$ cat src/rtl/fp_pkg.sv
// Shared FP execute-stage constants: fclass bits, extended-format fields,
// biases, divider iteration counts and divider state encoding.
package fp_pkg;

   localparam int CLS_NINF  = 0;
   localparam int CLS_NNORM = 1;
   localparam int CLS_NSUB  = 2;
   localparam int CLS_NZERO = 3;
   localparam int CLS_PZERO = 4;
   localparam int CLS_PSUB  = 5;
   localparam int CLS_PNORM = 6;
   localparam int CLS_PINF  = 7;
   localparam int CLS_SNAN  = 8;
   localparam int CLS_QNAN  = 9;

   localparam int EXT_SIGN    = 64;
   localparam int EXT_EXP_HI  = 63;
   localparam int EXT_EXP_LO  = 52;
   localparam int EXT_FRAC_HI = 51;
   localparam int SGL_FRAC_LO = 29;

   localparam logic [13:0] BIAS_S = 14'd127;
   localparam logic [13:0] BIAS_D = 14'd1023;
   localparam logic [13:0] BIAS_X = 14'd2047;

   localparam logic [5:0] ITER_S = 6'd26;
   localparam logic [5:0] ITER_D = 6'd55;

   localparam logic [1:0] FMT_S = 2'd0;
   localparam logic [1:0] FMT_D = 2'd1;

   typedef enum logic [1:0] {
      ST_IDLE,
      ST_PREP,
      ST_ITER,
      ST_DONE
   } fdiv_state_e;

endpackage

$ cat src/rtl/fp_fdiv_if.sv
// Issue / rounding-bundle handshake between the FP execute stage (master)
// and the iterative divider (slave).
interface fp_fdiv_if;

   logic        fp_fdiv_i_start;
   logic        fp_fdiv_i_kill;
   logic [64:0] fp_fdiv_i_data1;
   logic [64:0] fp_fdiv_i_data2;
   logic [9:0]  fp_fdiv_i_class1;
   logic [9:0]  fp_fdiv_i_class2;
   logic [1:0]  fp_fdiv_i_fmt;
   logic [2:0]  fp_fdiv_i_rm;

   logic        fp_fdiv_o_sig;
   logic [13:0] fp_fdiv_o_expo;
   logic [53:0] fp_fdiv_o_mant;
   logic [1:0]  fp_fdiv_o_rema;
   logic [1:0]  fp_fdiv_o_fmt;
   logic [2:0]  fp_fdiv_o_rm;
   logic [2:0]  fp_fdiv_o_grs;
   logic        fp_fdiv_o_snan;
   logic        fp_fdiv_o_qnan;
   logic        fp_fdiv_o_dbz;
   logic        fp_fdiv_o_infs;
   logic        fp_fdiv_o_zero;
   logic        fp_fdiv_o_diff;
   logic        fp_fdiv_o_ready;
   logic        fp_fdiv_o_busy;

   modport master (
      output fp_fdiv_i_start, fp_fdiv_i_kill,
             fp_fdiv_i_data1, fp_fdiv_i_data2,
             fp_fdiv_i_class1, fp_fdiv_i_class2,
             fp_fdiv_i_fmt, fp_fdiv_i_rm,
      input  fp_fdiv_o_sig, fp_fdiv_o_expo, fp_fdiv_o_mant,
             fp_fdiv_o_rema, fp_fdiv_o_fmt, fp_fdiv_o_rm,
             fp_fdiv_o_grs, fp_fdiv_o_snan, fp_fdiv_o_qnan,
             fp_fdiv_o_dbz, fp_fdiv_o_infs, fp_fdiv_o_zero,
             fp_fdiv_o_diff, fp_fdiv_o_ready, fp_fdiv_o_busy
   );

   modport slave (
      input  fp_fdiv_i_start, fp_fdiv_i_kill,
             fp_fdiv_i_data1, fp_fdiv_i_data2,
             fp_fdiv_i_class1, fp_fdiv_i_class2,
             fp_fdiv_i_fmt, fp_fdiv_i_rm,
      output fp_fdiv_o_sig, fp_fdiv_o_expo, fp_fdiv_o_mant,
             fp_fdiv_o_rema, fp_fdiv_o_fmt, fp_fdiv_o_rm,
             fp_fdiv_o_grs, fp_fdiv_o_snan, fp_fdiv_o_qnan,
             fp_fdiv_o_dbz, fp_fdiv_o_infs, fp_fdiv_o_zero,
             fp_fdiv_o_diff, fp_fdiv_o_ready, fp_fdiv_o_busy
   );

endinterface

$ cat src/rtl/fp_fdiv_step.sv
// One restoring radix-2 division step: compare, conditional subtract, shift.
module fp_fdiv_step (
   input  logic [53:0] rem_i,
   input  logic [52:0] div_i,
   output logic [53:0] rem_o,
   output logic        q_o
);

   logic [52:0] diff;
   logic [52:0] keep;

   // rem < 2*div, so the difference always fits in 53 bits
   assign q_o   = rem_i >= {1'b0, div_i};
   assign diff  = rem_i[52:0] - div_i;
   assign keep  = q_o ? diff : rem_i[52:0];
   assign rem_o = {keep, 1'b0};

endmodule

$ cat src/rtl/fp_fdiv.sv
// Iterative restoring FP divider producing the unrounded bundle for the
// shared rounder; single (26 steps) and double (55 steps).
module fp_fdiv
   import fp_pkg::*;
(
   input  logic      clk,
   input  logic      rst_n,
   fp_fdiv_if.slave  dif
);

   fdiv_state_e state_q;

   logic [64:0] a_q, b_q;
   logic [9:0]  c1_q, c2_q;
   logic [1:0]  fmt_q;
   logic [2:0]  rm_q;
   logic        sig_q;
   logic [52:0] mb_q;
   logic [53:0] rem_q;
   logic [54:0] q_q;
   logic [5:0]  cnt_q;
   logic [13:0] expo_q;
   logic        spec_q;
   logic [4:0]  flg_q;

   logic        r_sig_q, r_ready_q;
   logic [13:0] r_expo_q;
   logic [53:0] r_mant_q;
   logic [2:0]  r_grs_q;
   logic [4:0]  r_flg_q;
   logic [1:0]  r_fmt_q;
   logic [2:0]  r_rm_q;

   logic        dbl;
   logic [52:0] ma_d, mb_d;
   logic        adj_d;
   logic [53:0] rem_d;
   logic [13:0] bias_d, expo_d;
   logic        nan1, nan2, snan1, snan2;
   logic        z1, z2, i1, i2, f1, f2;
   logic [4:0]  flg_d;
   logic        spec_d;
   logic [53:0] mant_fin;
   logic [2:0]  grs_fin;
   logic [53:0] step_rem;
   logic        step_q;

   always_comb begin
      dbl  = (fmt_q == FMT_D);
      ma_d = {1'b1, a_q[EXT_FRAC_HI:0]};
      mb_d = {1'b1, b_q[EXT_FRAC_HI:0]};
      if (!dbl) begin
         ma_d[SGL_FRAC_LO-1:0] = '0;
         mb_d[SGL_FRAC_LO-1:0] = '0;
      end
      adj_d  = ma_d < mb_d;
      rem_d  = adj_d ? {ma_d, 1'b0} : {1'b0, ma_d};
      bias_d = dbl ? BIAS_D : BIAS_S;
      expo_d = ({2'b0, a_q[EXT_EXP_HI:EXT_EXP_LO]} - BIAS_X)
             - ({2'b0, b_q[EXT_EXP_HI:EXT_EXP_LO]} - BIAS_X)
             + bias_d - {13'b0, adj_d};
   end

   always_comb begin
      snan1 = c1_q[CLS_SNAN];
      snan2 = c2_q[CLS_SNAN];
      nan1  = snan1 | c1_q[CLS_QNAN];
      nan2  = snan2 | c2_q[CLS_QNAN];
      z1    = c1_q[CLS_NZERO] | c1_q[CLS_PZERO];
      z2    = c2_q[CLS_NZERO] | c2_q[CLS_PZERO];
      i1    = c1_q[CLS_NINF] | c1_q[CLS_PINF];
      i2    = c2_q[CLS_NINF] | c2_q[CLS_PINF];
      f1    = c1_q[CLS_NNORM] | c1_q[CLS_NSUB]
            | c1_q[CLS_PSUB] | c1_q[CLS_PNORM];
      f2    = c2_q[CLS_NNORM] | c2_q[CLS_NSUB]
            | c2_q[CLS_PSUB] | c2_q[CLS_PNORM];
      // flag order: {snan, qnan, dbz, infs, zero}
      flg_d = '0;
      unique case (1'b1)
         nan1 | nan2:               flg_d = {snan1 | snan2, 4'b1000};
         (z1 & z2) | (i1 & i2):     flg_d = 5'b11000;
         i1 & (f2 | z2):            flg_d = 5'b00010;
         f1 & z2:                   flg_d = 5'b00110;
         (z1 & (f2 | i2)) | (f1 & i2): flg_d = 5'b00001;
         default:                   flg_d = '0;
      endcase
      spec_d = |flg_d;
   end

   always_comb begin
      mant_fin = dbl ? {q_q[54:2], 1'b0} : {q_q[25:2], 30'b0};
      grs_fin  = {q_q[1], q_q[0], |rem_q};
   end

   fp_fdiv_step u_step (
      .rem_i (rem_q),
      .div_i (mb_q),
      .rem_o (step_rem),
      .q_o   (step_q)
   );

   always_ff @(posedge clk or negedge rst_n) begin
      if (!rst_n) begin
         state_q <= ST_IDLE;
         a_q <= '0; b_q <= '0; c1_q <= '0; c2_q <= '0;
         fmt_q <= '0; rm_q <= '0; sig_q <= 1'b0;
         mb_q <= '0; rem_q <= '0; q_q <= '0; cnt_q <= '0;
         expo_q <= '0; spec_q <= 1'b0; flg_q <= '0;
         r_sig_q <= 1'b0; r_ready_q <= 1'b0; r_expo_q <= '0;
         r_mant_q <= '0; r_grs_q <= '0; r_flg_q <= '0;
         r_fmt_q <= '0; r_rm_q <= '0;
      end else if (dif.fp_fdiv_i_kill) begin
         state_q   <= ST_IDLE;
         r_ready_q <= 1'b0;
      end else begin
         unique case (state_q)
            ST_IDLE: begin
               r_ready_q <= 1'b0;
               if (dif.fp_fdiv_i_start) begin
                  a_q     <= dif.fp_fdiv_i_data1;
                  b_q     <= dif.fp_fdiv_i_data2;
                  c1_q    <= dif.fp_fdiv_i_class1;
                  c2_q    <= dif.fp_fdiv_i_class2;
                  fmt_q   <= dif.fp_fdiv_i_fmt;
                  rm_q    <= dif.fp_fdiv_i_rm;
                  state_q <= ST_PREP;
               end
            end
            ST_PREP: begin
               sig_q   <= a_q[EXT_SIGN] ^ b_q[EXT_SIGN];
               mb_q    <= mb_d;
               rem_q   <= rem_d;
               q_q     <= '0;
               expo_q  <= expo_d;
               cnt_q   <= (dbl ? ITER_D : ITER_S) - 6'd1;
               spec_q  <= spec_d;
               flg_q   <= flg_d;
               state_q <= spec_d ? ST_DONE : ST_ITER;
            end
            ST_ITER: begin
               rem_q <= step_rem;
               q_q   <= {q_q[53:0], step_q};
               if (cnt_q == 6'd0) state_q <= ST_DONE;
               else cnt_q <= cnt_q - 6'd1;
            end
            ST_DONE: begin
               r_sig_q   <= sig_q;
               r_expo_q  <= spec_q ? '0 : expo_q;
               r_mant_q  <= spec_q ? '0 : mant_fin;
               r_grs_q   <= spec_q ? '0 : grs_fin;
               r_flg_q   <= flg_q;
               r_fmt_q   <= fmt_q;
               r_rm_q    <= rm_q;
               r_ready_q <= 1'b1;
               state_q   <= ST_IDLE;
            end
         endcase
      end
   end

   assign dif.fp_fdiv_o_sig   = r_sig_q;
   assign dif.fp_fdiv_o_expo  = r_expo_q;
   assign dif.fp_fdiv_o_mant  = r_mant_q;
   assign dif.fp_fdiv_o_rema  = '0;
   assign dif.fp_fdiv_o_fmt   = r_fmt_q;
   assign dif.fp_fdiv_o_rm    = r_rm_q;
   assign dif.fp_fdiv_o_grs   = r_grs_q;
   assign dif.fp_fdiv_o_snan  = r_flg_q[4];
   assign dif.fp_fdiv_o_qnan  = r_flg_q[3];
   assign dif.fp_fdiv_o_dbz   = r_flg_q[2];
   assign dif.fp_fdiv_o_infs  = r_flg_q[1];
   assign dif.fp_fdiv_o_zero  = r_flg_q[0];
   assign dif.fp_fdiv_o_diff  = 1'b0;
   assign dif.fp_fdiv_o_ready = r_ready_q;
   assign dif.fp_fdiv_o_busy  = (state_q != ST_IDLE);

endmodule
$ cat src/flat_wrapper.sv
// flat-port wrapper written by rule: the top's interface ports become plain ports
module fp_fdiv_flat import fp_pkg::*;
  (clk, rst_n, dif_fp_fdiv_i_start, dif_fp_fdiv_i_kill, dif_fp_fdiv_i_data1, dif_fp_fdiv_i_data2, dif_fp_fdiv_i_class1, dif_fp_fdiv_i_class2, dif_fp_fdiv_i_fmt, dif_fp_fdiv_i_rm, dif_fp_fdiv_o_sig, dif_fp_fdiv_o_expo, dif_fp_fdiv_o_mant, dif_fp_fdiv_o_rema, dif_fp_fdiv_o_fmt, dif_fp_fdiv_o_rm, dif_fp_fdiv_o_grs, dif_fp_fdiv_o_snan, dif_fp_fdiv_o_qnan, dif_fp_fdiv_o_dbz, dif_fp_fdiv_o_infs, dif_fp_fdiv_o_zero, dif_fp_fdiv_o_diff, dif_fp_fdiv_o_ready, dif_fp_fdiv_o_busy);
  fp_fdiv_if dif_i ();
  input  logic clk;
  input  logic rst_n;
  input wire logic [$bits(dif_i.fp_fdiv_i_start)-1:0] dif_fp_fdiv_i_start;
  input wire logic [$bits(dif_i.fp_fdiv_i_kill)-1:0] dif_fp_fdiv_i_kill;
  input wire logic [$bits(dif_i.fp_fdiv_i_data1)-1:0] dif_fp_fdiv_i_data1;
  input wire logic [$bits(dif_i.fp_fdiv_i_data2)-1:0] dif_fp_fdiv_i_data2;
  input wire logic [$bits(dif_i.fp_fdiv_i_class1)-1:0] dif_fp_fdiv_i_class1;
  input wire logic [$bits(dif_i.fp_fdiv_i_class2)-1:0] dif_fp_fdiv_i_class2;
  input wire logic [$bits(dif_i.fp_fdiv_i_fmt)-1:0] dif_fp_fdiv_i_fmt;
  input wire logic [$bits(dif_i.fp_fdiv_i_rm)-1:0] dif_fp_fdiv_i_rm;
  output wire logic [$bits(dif_i.fp_fdiv_o_sig)-1:0] dif_fp_fdiv_o_sig;
  output wire logic [$bits(dif_i.fp_fdiv_o_expo)-1:0] dif_fp_fdiv_o_expo;
  output wire logic [$bits(dif_i.fp_fdiv_o_mant)-1:0] dif_fp_fdiv_o_mant;
  output wire logic [$bits(dif_i.fp_fdiv_o_rema)-1:0] dif_fp_fdiv_o_rema;
  output wire logic [$bits(dif_i.fp_fdiv_o_fmt)-1:0] dif_fp_fdiv_o_fmt;
  output wire logic [$bits(dif_i.fp_fdiv_o_rm)-1:0] dif_fp_fdiv_o_rm;
  output wire logic [$bits(dif_i.fp_fdiv_o_grs)-1:0] dif_fp_fdiv_o_grs;
  output wire logic [$bits(dif_i.fp_fdiv_o_snan)-1:0] dif_fp_fdiv_o_snan;
  output wire logic [$bits(dif_i.fp_fdiv_o_qnan)-1:0] dif_fp_fdiv_o_qnan;
  output wire logic [$bits(dif_i.fp_fdiv_o_dbz)-1:0] dif_fp_fdiv_o_dbz;
  output wire logic [$bits(dif_i.fp_fdiv_o_infs)-1:0] dif_fp_fdiv_o_infs;
  output wire logic [$bits(dif_i.fp_fdiv_o_zero)-1:0] dif_fp_fdiv_o_zero;
  output wire logic [$bits(dif_i.fp_fdiv_o_diff)-1:0] dif_fp_fdiv_o_diff;
  output wire logic [$bits(dif_i.fp_fdiv_o_ready)-1:0] dif_fp_fdiv_o_ready;
  output wire logic [$bits(dif_i.fp_fdiv_o_busy)-1:0] dif_fp_fdiv_o_busy;
  assign dif_i.fp_fdiv_i_start = dif_fp_fdiv_i_start;
  assign dif_i.fp_fdiv_i_kill = dif_fp_fdiv_i_kill;
  assign dif_i.fp_fdiv_i_data1 = dif_fp_fdiv_i_data1;
  assign dif_i.fp_fdiv_i_data2 = dif_fp_fdiv_i_data2;
  assign dif_i.fp_fdiv_i_class1 = dif_fp_fdiv_i_class1;
  assign dif_i.fp_fdiv_i_class2 = dif_fp_fdiv_i_class2;
  assign dif_i.fp_fdiv_i_fmt = dif_fp_fdiv_i_fmt;
  assign dif_i.fp_fdiv_i_rm = dif_fp_fdiv_i_rm;
  assign dif_fp_fdiv_o_sig = dif_i.fp_fdiv_o_sig;
  assign dif_fp_fdiv_o_expo = dif_i.fp_fdiv_o_expo;
  assign dif_fp_fdiv_o_mant = dif_i.fp_fdiv_o_mant;
  assign dif_fp_fdiv_o_rema = dif_i.fp_fdiv_o_rema;
  assign dif_fp_fdiv_o_fmt = dif_i.fp_fdiv_o_fmt;
  assign dif_fp_fdiv_o_rm = dif_i.fp_fdiv_o_rm;
  assign dif_fp_fdiv_o_grs = dif_i.fp_fdiv_o_grs;
  assign dif_fp_fdiv_o_snan = dif_i.fp_fdiv_o_snan;
  assign dif_fp_fdiv_o_qnan = dif_i.fp_fdiv_o_qnan;
  assign dif_fp_fdiv_o_dbz = dif_i.fp_fdiv_o_dbz;
  assign dif_fp_fdiv_o_infs = dif_i.fp_fdiv_o_infs;
  assign dif_fp_fdiv_o_zero = dif_i.fp_fdiv_o_zero;
  assign dif_fp_fdiv_o_diff = dif_i.fp_fdiv_o_diff;
  assign dif_fp_fdiv_o_ready = dif_i.fp_fdiv_o_ready;
  assign dif_fp_fdiv_o_busy = dif_i.fp_fdiv_o_busy;
  fp_fdiv u_core (.clk(clk), .rst_n(rst_n), .dif(dif_i));
endmodule
$ cat config.mk
export PLATFORM = sky130hd
export DESIGN_NAME = fp_fdiv_flat
export DESIGN_NICKNAME = d
export VERILOG_FILES = /design/src/rtl/fp_pkg.sv /design/src/rtl/fp_fdiv_if.sv /design/src/rtl/fp_fdiv_step.sv /design/src/rtl/fp_fdiv.sv /design/src/flat_wrapper.sv
export SDC_FILE = /design/constraint.sdc
export NUM_CORES = 1
export LEC_CHECK = 0
export CAP_MARGIN = 0
export CORE_AREA = 4 4 251 253
export CTS_CLUSTER_DIAMETER = 40
export DETAILED_ROUTE_END_ITERATION = 12
export DIE_AREA = 0 0 255 257
export PLACE_DENSITY = 0.67
export SLEW_MARGIN = 20
export SYNTH_ARGS = -nofsm -noshare
export SYNTH_HDL_FRONTEND = slang
export SYNTH_SLANG_ARGS = --single-unit
export TNS_END_PERCENT = 20
$ cat constraint.sdc
create_clock -name clk -period 7.1 [get_ports clk]
set_input_delay 1.42 -clock clk [delete_from_list [all_inputs] [get_ports clk]]
set_output_delay 1.42 -clock clk [all_outputs]
set_load 0.05 [all_outputs]
== Word-level counts from Yosys, hierarchy flattened ==
Index checks and enable logic that the tools add are counted.
Word-level totals
  latch bits: 0
  logic and storage cells: 101
  input port bits: 159
  memories kept: 0
  output and inout bits: 87
  bits in registers: 429
  memory bits (read-only): 0
  RAM bits: 0
Cells by class
  shift-type cells: 0
  reductions and logical operators: 13
  add/subtract/negate cells: 8
  div/mod/pow operators: 0
  multipliers: 0
  order comparisons: 2
  equality and inequality tests: 7
  muxes and demuxes: 22
  bitwise logic cells: 26
Operator list (count)
  2-to-1 mux 54 bit: 3
  one-hot mux 55 bit (2 select lines): 1
  one-hot mux 54 bit (2 select lines): 1
  2-to-1 mux 29 bit: 2
  >= comparator 54 x 53 -> 1 bit: 1
  OR reduction 54 bit: 1
  less-than comparator 53 bit: 1
  2-to-1 mux 53 bit: 1
  subtractor 53 bit: 1
  subtractor 12 x 11 -> 13 bit, second input constant: 2
  one-hot mux 5 bit (5 select lines): 1
  bitwise OR 1 bit: 18
  adder 14 bit: 1
  2-to-1 mux 14 bit: 1
  subtractor 14 x 1 -> 14 bit: 1
  subtractor 14 bit: 1
  2-to-1 mux 6 bit: 2
  one-hot mux 6 bit (2 select lines): 1
  subtractor 6 x 1 -> 6 bit, second input constant: 2
  2-to-1 mux 10 bit: 1
  one-hot mux 2 bit (4 select lines): 1
  AND reduction 2 bit: 4
  AND 1 bit: 6
  logical NOT 6 bit: 1
  other kinds (16): 23

== Logic depth before layout (Yosys ltp) ==
  word-level depth: 11
  gate-level depth with buffers: 32
  depth with buffers taken out: 27

== By module ==
A second synthesis with hierarchy kept.
Unflattened totals
  cells, all modules: 2526
  area total of the unflattened synthesis: 24422.2 um^2
By module, submodules not included
  fp_fdiv: instances 1, seq. area each 10710.3 um^2, area an instance 20445.9 um^2, cells each 1893
  fp_fdiv_step: instances 1, seq. area each 0.0 um^2, area an instance 3976.3 um^2, cells each 633

== Worst setup path before layout ==
OpenSTA, ideal clock, no wires.
  path kind: reg-to-reg
  start: register u_core.fmt_q[1]
  end: register u_core.expo_q[12]
  setup time: 0.096 ns
  data required time: 7.004 ns
  path slack: 1.344 ns
  path buffers: 6
  cell stages (with the launch flop): 33
  clock period less this slack: 5.756 ns
  data arrival time: 5.661 ns
  path through: dfrtp_1 -> nor2b_1 -> clkbuf_1 -> clkbuf_1 -> clkbuf_1 -> nand2_1 -> ha_1 -> a21oi_1 -> o21ai_0 -> a221oi_1 -> nor4_1 -> o41ai_1 -> nand3_1 -> buf_4 -> buf_2 -> buf_2 -> inv_1 -> ha_1 -> inv_1 -> ha_1 -> ha_1 -> ha_1 -> inv_1 -> fa_1 -> nor2b_1 -> o21ai_0 -> a21oi_1 -> o21ai_0 -> a21boi_0 -> o21ai_0 -> a211oi_1 -> nor3_1 -> o31ai_1
On the way
  longest elaborated chain between the ends: 4
  elaborated cells between the ends (all ways): 7
  classes of those cells: add/sub (2); order compare (1); eq/ne (1); mux (3)
RTL lines
  start: declaration: line fp_fdiv.sv:15  | logic [1:0] fmt_q;
  start signal: assignment: line fp_fdiv.sv:124  | fmt_q <= dif.fp_fdiv_i_fmt;
  equality test 2 x 1 -> 1 bit *: line fp_fdiv.sv:49  | dbl = (fmt_q == FMT_D);
  2-to-1 mux 29 bit or 2-to-1 mux 10 bit (tied branches): line fp_fdiv.sv:52, fp_fdiv.sv:58
  less-than comparator 53 bit or adder 14 bit (tied branches): line fp_fdiv.sv:56, fp_fdiv.sv:61
  subtractor 14 x 1 -> 14 bit *: line fp_fdiv.sv:61  | + bias_d - {13'b0, adj_d};
  end signal: assignment: line fp_fdiv.sv:134  | expo_q <= expo_d;
  end: declaration: line fp_fdiv.sv:22  | logic [13:0] expo_q;
Mark *: on every way between the ends. The rest lies on a longest branch, timed or not.
A chain may end at the register's enable or synchronous reset.

== Worst setup path after layout ==
Same ends and word-level chain as after synthesis.

==> flow_summary.ini <==
[status]
outcome = finished, final reports clean

[yosys]
synth-seq-area-share = 0.445
ys_top_cells_by_count = sky130_fd_sc_hd__dfrtp_1, sky130_fd_sc_hd__nand2_1, sky130_fd_sc_hd__mux2_2
synth.lib_cells_used.distinct = 70
yosysTopAreaCell = sky130_fd_sc_hd__dfrtp_1
postSynth.asyncResetShare = 1.00
synthFlopType = sky130_fd_sc_hd__dfrtp_1
synthDominantCellAreaShare = 0.445
area_of_the_mapped_netlist_mm2 = 0.0241
synth_area_per_cell_um2 = 9.60
post_syn_instances = 2509
ys_top_cells_by_area = sky130_fd_sc_hd__dfrtp_1, sky130_fd_sc_hd__mux2_2, sky130_fd_sc_hd__ha_1, sky130_fd_sc_hd__nand2_1, sky130_fd_sc_hd__o21ai_0
yosysWarnings = 0
synth_edf_count = 0
ys_ff_latch = 428
post-synth-top-count-cell = sky130_fd_sc_hd__dfrtp_1

[clock_tree]
clock_sink_count = 428
cts_tree = built
h_tree_depth = 3
cts_resized = 0
cts_setup_buffers = 0
ctsHoldBuffers = 0
cts_root_buffer = sky130_fd_sc_hd__clkbuf_16
cts_made_buffers = 75
worst_path_clk_slew_ns = 0.05
cts.path.max_buffers = 3
clk-insertion-delay-late_ns = 0.63

[worst_setup_path]
crit_slowest_cell = sky130_fd_sc_hd__nor2b_4
cpMostUsedCell = sky130_fd_sc_hd__ha_1
worst_setup_path_start_kind = flip-flop
r2r.worst_path.cells = 28
worst-endpoint-arrival_ns = 6.63
worst_path_largest_cell_delay_ns = 0.54
delay_heaviest_family_cp = compound AO/OA/AOI/OAI gates
critPathMaxFanout = 42
path_buf_inv = 5
worst_ep_required_time_ns = 7.56
crit_type = reg -> reg
setup.worst_path.end_class = flip-flop
worst-path-stages = 28

[die]
die_area_mm2 = 0.0655
floorplan.die.width_um = 255
die-height_um = 257
io_pins = 246
start_util = 0.395
floorplan.core_area_mm2 = 0.0610
placement_rows = 91

[grt]
gr-usage-met1 = 0.278
grt_util_met3 = 0.0386
first_global_vias = 19919
grt-ovfl-total = 0
grt_pass1_wl_um = 111000
busiest_layer = met2
globalRouteMet2Util = 0.349
overall_track_demand_over_capacity_in_global_routing = 0.212
grt_max_degree = 166
grt_antenna_before_repair = 10

[timing]
layout_min_cycle_time_ns = 6.16
final_tns_setup_ns = 0
timing.clock.skew_ns = 0.0563
worst-slew-pin-transition_ns = 1.11
report.final.setup_viol = 0
setup_repair_after_global_routing_missed_its_margin = false
slew_violations = 0
layout_setup_ws_ns = 0.936
hold_violations = 0
min_period_over_period = 0.868
peak_clock_frequency_supported_by_timing_ghz = 0.162
slew-limit-headroom = 0.257

[routing]
dr_total_vias = 19593
via_per_inst = 5.49
wl_per_cell_um = 19.7
routed_wirelength_um = 70200
drt.antenna.violating_nets = 0
drt-pass1-iter-count = 5
number_of_drc_violations_after_detailed_routing = 0
drt_first_iter_violations = 1393

[job]
drv_cap = 0

[finish]
syn2layout_area_growth_pct = 23.9
post_route_cells_drive_above_1_share = 0.131
numnets_final = 3030

[pwr]
total_power_uw = 17500
peakVddDrop_mv = 0.406
pwr_density_cell_mw_per_mm2 = 585
cellLeakagePower_uw = 0.0137

[hold_path]
hold-path-cell-count = 2
hold_class = reg -> reg

[place]
total_half_perimeter_wirelength_after_legalization_and_detailed_placement_um = 50700
place_congestion = 0.929
port_buffers = 241
placement.setup.worst_slack_ns = 1.16
-- cell usage in the layout, fill, tap and decap left out, drive strengths merged, types with 27 or more instances in the layout --
| master | instances |
|---|---|
| xor2 | 36 |
| a22o | 29 |
| mux2 | 186 |
| xnor2 | 35 |
| nand4 | 27 |
| nand2 | 399 |
| dfrtp | 428 |
| mux2i | 76 |
| inv | 172 |
| clkbuf | 91 |
| o21ai | 179 |
| ha | 157 |
| nand3 | 98 |
| a21oi | 125 |
| nor2 | 96 |
| clkdlybuf4s50 | 240 |
-- final timing paths --
check / slack, ns / start / to
min reg2reg: 0.46 / u_core.mb_q[52]$_DFFE_PN0P_ / u_core.mb_q[52]$_DFFE_PN0P_
max: 0.94 / u_core.fmt_q[1]$_DFFE_PN0P_ / u_core.expo_q[12]$_DFFE_PN0P_
min: 0.46 / u_core.mb_q[52]$_DFFE_PN0P_ / u_core.mb_q[52]$_DFFE_PN0P_
max in group asynchronous: 4.66 / rst_n / u_core.rem_q[18]$_DFFE_PN0P_
min in group asynchronous: 0.83 / rst_n / u_core.c1_q[4]$_DFFE_PN0P_
max reg2reg: 0.94 / u_core.fmt_q[1]$_DFFE_PN0P_ / u_core.expo_q[12]$_DFFE_PN0P_
-- registers in the layout, summed over array words and instances (netlist names), 5 cells and up --
signal and flops:
u_core.a_q 65, u_core.c1_q 10, u_core.dif.fp_fdiv_o_mant 53, u_core.dif.fp_fdiv_o_expo 14
u_core.mb_q 53, u_core.r_flg_q 5, u_core.b_q 65, u_core.flg_q 5
u_core.q_q 55, u_core.cnt_q 6, u_core.expo_q 14, u_core.c2_q 10
u_core.rem_q 54
-- cell families (layout without fill, tap and decap cells) --
group                    after synthesis  count (layout)  synth area share
adder cells (fa/ha/maj)              162             162            0.0857
flip-flops                           428             428             0.445
AO/OA/AOI/OAI                        520             520             0.134
multiplexers                         262             262             0.119
XOR/XNOR                              71              71            0.0258
other                                  1              11          0.000156
AND/OR/NAND/NOR                      761             761             0.141
buffers and inverters                304             561            0.0495
-- metrics by stage --
step	hold slack [ns]	utilization	cell area, µm²	cells
finish	0.459	0.489	29800	3566
CTS	0.457	0.488	29800	3558
floorplan	0.418	-	24100	2512
detailed placement	0.444	0.445	27100	3421
global placement	0.442	0.445	27100	3421
global route	0.476	0.489	29800	3564
-- per-layer routing --
metal | wire (µm) | part of all wire | vias to the layer above
met3 | 3790 | 0.054 | 135
met1 | 30300 | 0.43 | 9670
li1 | - | - | 9221
met5 | 58 | 0.00083 | -
met4 | 2210 | 0.031 | 8
met2 | 33900 | 0.48 | 559
-- where the power goes --
| group | internal [µW] | switching, µW |
|---|---|---|
| registers | 3330 | 791 |
| clock network | 2350 | 1360 |
| logic | 3990 | 5640 |
| total | 9670 | 7800 |
-- worst register-to-register path, delay by kind of cell, from the launching register on --
kind            cells  cell delay (ns)
compound gates     11             2.31
fa+ha+maj           6             1.40
buf+inv             5             0.57
flops               1             0.41
simple gates        6             1.31
-- area by class of cell --
class                      count  area (µm²)
fill                        5552       31200
multi-input combinational   1780       12300
sequential                   428       10700
timing repair buffer         260        2600
clock buffer                  91        2050
tap                          790         988
inverter                     164         616
clock inverter                46         597
antenna                        7        17.5
Note: power is estimated with default switching activity, not from simulation.
